$ cat src/rtl/if_fetch_stage.sv
// Instruction-fetch stage: owns the PC, runs the imem req/ack handshake and feeds
// {instruction, PC+4, valid} to IF/ID through a one-entry skid buffer.
module if_fetch_stage #(
  parameter int unsigned           ADDR_WIDTH   = 32,
  parameter int unsigned           DATA_WIDTH   = 32,
  parameter logic [ADDR_WIDTH-1:0] RESET_VECTOR = '0
) (
  input  logic                  clk_i,
  input  logic                  rst_i,
  input  logic                  keep_i,
  input  logic                  redirect_i,
  input  logic [ADDR_WIDTH-1:0] redirect_addr_i,
  output logic                  imem_req_o,
  output logic [ADDR_WIDTH-1:0] imem_addr_o,
  input  logic                  imem_ack_i,
  input  logic [DATA_WIDTH-1:0] imem_data_i,
  output logic [DATA_WIDTH-1:0] ins_o,
  output logic [ADDR_WIDTH-1:0] next_addr_o,
  output logic                  valid_o,
  output logic                  flush_o
);

  typedef enum logic [1:0] {
    S_IDLE,
    S_FETCH,
    S_FULL,
    S_DISCARD
  } state_t;

  state_t                state;
  logic [ADDR_WIDTH-1:0] pc_q;
  logic [ADDR_WIDTH-1:0] tgt_q;
  logic [ADDR_WIDTH-1:0] pc_inc;
  logic [DATA_WIDTH-1:0] skid_ins;
  logic [ADDR_WIDTH-1:0] skid_addr;
  logic                  req_state;

  always_comb begin
    req_state   = (state == S_FETCH) || (state == S_DISCARD);
    pc_inc      = pc_q + ADDR_WIDTH'(4);
    imem_req_o  = req_state & ~rst_i;
    imem_addr_o = pc_q;
    flush_o     = ~valid_o;
  end

  always_ff @(posedge clk_i) begin
    if (rst_i) begin
      state       <= S_IDLE;
      pc_q        <= RESET_VECTOR;
      tgt_q       <= '0;
      valid_o     <= 1'b0;
      ins_o       <= '0;
      next_addr_o <= '0;
      skid_ins    <= '0;
      skid_addr   <= '0;
    end else if (redirect_i) begin
      valid_o   <= 1'b0;
      skid_ins  <= '0;
      skid_addr <= '0;
      // An unacked request cannot be withdrawn: park the target until it completes.
      if (req_state && !imem_ack_i) begin
        tgt_q <= redirect_addr_i;
        state <= S_DISCARD;
      end else begin
        pc_q  <= redirect_addr_i;
        state <= S_FETCH;
      end
    end else begin
      if (!keep_i) valid_o <= 1'b0;
      case (state)
        S_IDLE: state <= S_FETCH;
        S_FETCH: begin
          if (imem_ack_i) begin
            pc_q <= pc_inc;
            if (!keep_i || !valid_o) begin
              ins_o       <= imem_data_i;
              next_addr_o <= pc_inc;
              valid_o     <= 1'b1;
            end else begin
              skid_ins  <= imem_data_i;
              skid_addr <= pc_inc;
              state     <= S_FULL;
            end
          end
        end
        S_FULL: begin
          if (!keep_i) begin
            ins_o       <= skid_ins;
            next_addr_o <= skid_addr;
            valid_o     <= 1'b1;
            skid_ins    <= '0;
            skid_addr   <= '0;
            state       <= S_FETCH;
          end
        end
        S_DISCARD: begin
          if (imem_ack_i) begin
            pc_q  <= tgt_q;
            state <= S_FETCH;
          end
        end
        default: state <= S_IDLE;
      endcase
    end
  end

endmodule

$ cat config.mk
export PLATFORM = sky130hd
export DESIGN_NAME = if_fetch_stage
export DESIGN_NICKNAME = d
export VERILOG_FILES = /design/src/rtl/if_fetch_stage.sv
export SDC_FILE = /design/constraint.sdc
export NUM_CORES = 1
export LEC_CHECK = 0
export ABC_AREA = 1
export ABC_CLOCK_PERIOD_IN_PS = 2250
export CORE_UTILIZATION = 41
export CTS_BUF_LIST = sky130_fd_sc_hd__clkbuf_8
export DETAILED_ROUTE_END_ITERATION = 12
export PLACE_DENSITY = 0.66
export SLEW_MARGIN = 20
export SYNTH_ARGS = -nofsm -noshare
export SYNTH_HDL_FRONTEND = slang
export SYNTH_SLANG_ARGS = --single-unit
$ cat constraint.sdc
create_clock -name clk_i -period 2.25 [get_ports clk_i]
set_input_delay 0.45 -clock clk_i [delete_from_list [all_inputs] [get_ports clk_i]]
set_output_delay 0.45 -clock clk_i [all_outputs]
set_load 0.01 [all_outputs]
==> results by group <==
Setup path
  • CP startpoint: imem_addr_o[2]
  • Critical Path Sink: imem_addr_o[2]
  • Slowest stage cell on the critical path: clkdlybuf4s50_1
  • Worst EP arrival: 1.64 ns
  • Critical Path Source Type: flip-flop
  • Critical R2R Capture: skid_addr[25]
  • CP peak stage delay: 0.57 ns
  • Critical setup path kind: flip-flop to output pin
  • Worst-path cell chain: buf_4 > clkdlybuf4s50_1
  • Critical Path RT: between 1.5 and 2 ns
  • Worst R2R Path Depth: 10
  • Flop-to-flop setup slack: about 0.35 ns
  • Crit. End Element: output pin
  • RR Startpoint: state[1]
  • CP max FO: 4

Detailed routing
  • Post-route ant nets: 0
  • # DRC: 0
  • DRT iter0 DRCs: 629
  • Vias: between 8000 and 9000
  • DR pass1 iterations: 5
  • Wire per inst: roughly 16 um
  • Vias per inst: 5.28
  • Drt total wl: between 20000 and 30000 um

Timing
  • Worst Tran Pin Value: between 0.5 and 0.6 ns
  • Relative slew slack: 61.8%
  • Fmax: approximately 480 MHz
  • Final min period: 2.09 ns
  • Setup TNS: 0 ns
  • Count of final setup violators: 0
  • Final period utilization: just over 90%
  • Hold Violations, Final: 0
  • Slew Limit Fails: 0
  • Clk_skew: around 0.018 ns
  • RSZ-0062 raised after global routing: no

Global routing
  • Largest net degree at the start of global routing: 69
  • Grt met3 use: between 4 and 5%
  • Global route hottest layer: met2
  • Total track usage: approximately a quarter
  • Vias in the first global route: just under 8000
  • Antenna violations before repair: 0
  • Routing usage on met2: 40.1%
  • Met1 Use GR: roughly a third
  • GRT overflow: 0
  • First-pass GRT wire length: a little over 40000 um

Logic synthesis
  • Ys async rst share: 0%
  • Dominant synthesized flop cell: dfxtp_1
  • Synth area leaders: dfxtp_1 (46%), a21oi_1 (11%), o21ai_0 (11%), nand2_1 (11%), nor2_1 (4.0%)
  • Yosys top cell area share: 45.6%
  • Number of synthesized flops with an enable pin: 0
  • Post-Synthesis Cells: 1176
  • Most common cell in the netlist: nand2_1
  • Post-synth cell types: 31
  • Register area share after synthesis: 45.6%
  • Post-Syn Nets: between 1000 and 1500
  • Leading area contributor after synthesis: dfxtp_1
  • Synthesized area: ~0.0086 mm2
  • Seq cells post-synth: ~200
  • Ys Warns: 0
  • Most frequent cells after synthesis: nand2_1 (241), dfxtp_1 (195), a21oi_1 (190)
  • Mapped Avg Cell Area: approximately 7.3 um2

Cells and area
  • Inserted Diodes: 0
  • Nets: 1381
  • Area growth syn-to-layout: 29.0%
  • Final Non-Filler Cells: 1591
  • Share of post-route cells with drive strength above 1: under 10%

Power and ir drop
  • Sw Share: approximately 33%
  • PwrDens: 736 mW/mm2
  • Peak supply drop: ~0.4 mV
  • Clock power frac: between 20 and 30%
  • Switching power total: 2.68 mW
  • Static leakage: around 4.2 nW
  • Gate power share: ~22%
  • Sequential Power Share: 48.8%
  • Int Power: about 5.4 mW

Clock tree
  • CTS tree: yes
  • Worst-skew pair later-pin latency: a little under 0.5 ns
  • Maximum clock insertion buffer count: 2
  • Clk slew on worst S/H paths: approximately 0.12 ns
  • Clock sink count: around 200
  • H-Tree Depth: 4
  • Root buf cell: clkbuf_8
  • Post-CTS setup buffers: 0
  • Hold_buf cts: 0
  • Cts bufs inserted: 17

Die
  • Core Footprint: roughly 0.020 mm2
  • Die X: 147 um
  • Site Rows: 52
  • Die extent in y: 147 um
  • Initial core utilization: between 40 and 50%
  • Die ar.: between 0.02 and 0.025 mm2
  • I/O pin count: 168

Run status
  • Status: finished, final reports clean

Placement
  • IO Port Bufs: 167
  • DP HPWL: between 15000 and 20000 um
  • Placed cell count: 1559
  • Placer Congestion: 0.899

Hold path
  • HP Class: flip-flop to flip-flop

Run
  • Max-capacitance violation count: 0
repair_timing:
action	in CTS	in global routing
endpoints found under the setup margin	1	1
hold endpoints to repair	0	0
resized for setup	1	3
pin swaps	0	0
cloned	0	0
metrics by stage:
| stage | setup WS (ns) | instance area (um2) | hold slack (ns) | total power [mW] | utilization (%) |
|---|---|---|---|---|---|
| after floorplan | 0.586 | 8570 | 0.430 | 4.88 | - |
| after global placement | 0.138 | 10600 | 0.440 | 5.81 | 52.2 |
| after detailed placement | 0.0883 | 10600 | 0.448 | 5.83 | 52.2 |
| after CTS | 0.0410 | 11000 | 0.465 | 8.17 | 54.3 |
| after global routing | 0.0993 | 11000 | 0.484 | 8.53 | 54.2 |
| final | 0.158 | 11000 | 0.464 | 8.13 | 54.2 |
worst min-delay path by stage:
stage                     cells after the start  startpoint   endpoint
final                                         2    tgt_q[7]   tgt_q[7]
after floorplan                               2   tgt_q[10]  tgt_q[10]
after global placement                        2    tgt_q[7]   tgt_q[7]
after detailed placement                      2    tgt_q[7]   tgt_q[7]
after global routing                          2    tgt_q[1]   tgt_q[1]
after CTS                                     2    tgt_q[7]   tgt_q[7]
metal layers:
metal | part of all wire (%) | vias up
met1 | 46 | 3862
met4 | 2.0 | 0
met2 | 47 | 251
met5 | 0 | -
li1 | - | 4246
met3 | 5.0 | 43
critical path, delay by kind of cell, from the launching register on:
kind	cells	cell delay, ns
flops	1	0.43
buf+inv	2	0.72
cell families (layout without fill, tap and decap cells):
family                   count (synthesis)  after routing  synth area share [%]
adder cells (fa/ha/maj)                  4              4                 0.584
XOR/XNOR                                13             13                  1.33
flip-flops                             195            195                  45.6
AO/OA/AOI/OAI                          436            436                  26.7
AND/OR/NAND/NOR                        398            398                  19.6
buffers and inverters                  130            275                  6.15
placed cells by master, fill, tap and decap left out, drive strengths merged, types with 8 or more instances in the layout:
master and instances:
nand2 246, dfxtp 195, a21oi 190, o21ai 186, clkdlybuf4s50 166, nor2 99
inv 53, a31oi 38, buf 31, or2 22, nand3 21, clkbuf 19
a211oi 14, xnor2 8
power groups by stage:
stage / combinational [mW] / clock (mW) / sequential (mW)
2_1_floorplan: 0.821 / 0 / 4.06
3_5_place_dp: 1.80 / 0 / 4.03
6_report: 1.80 / 2.37 / 3.96
5_1_grt: 1.97 / 2.56 / 4.00
3_3_place_gp: 1.78 / 0 / 4.03
4_1_cts: 1.81 / 2.40 / 3.96
area by class of cell:
cell class / instances / area, um2
fill: 1956 / 9320
multi-input combinational: 851 / 4170
sequential: 195 / 3900
timing repair buffer: 198 / 2050
tap: 270 / 338
clock buffer: 18 / 248
clock inverter: 14 / 173
inverter: 45 / 169
flip-flops by register name, summed over array words and instances (netlist names):
signal       flops
valid_o          1
skid_addr       32
skid_ins        32
tgt_q           32
next_addr_o     32
imem_addr_o     32
state            2
ins_o           32
(Power assumes the default switching activity.)
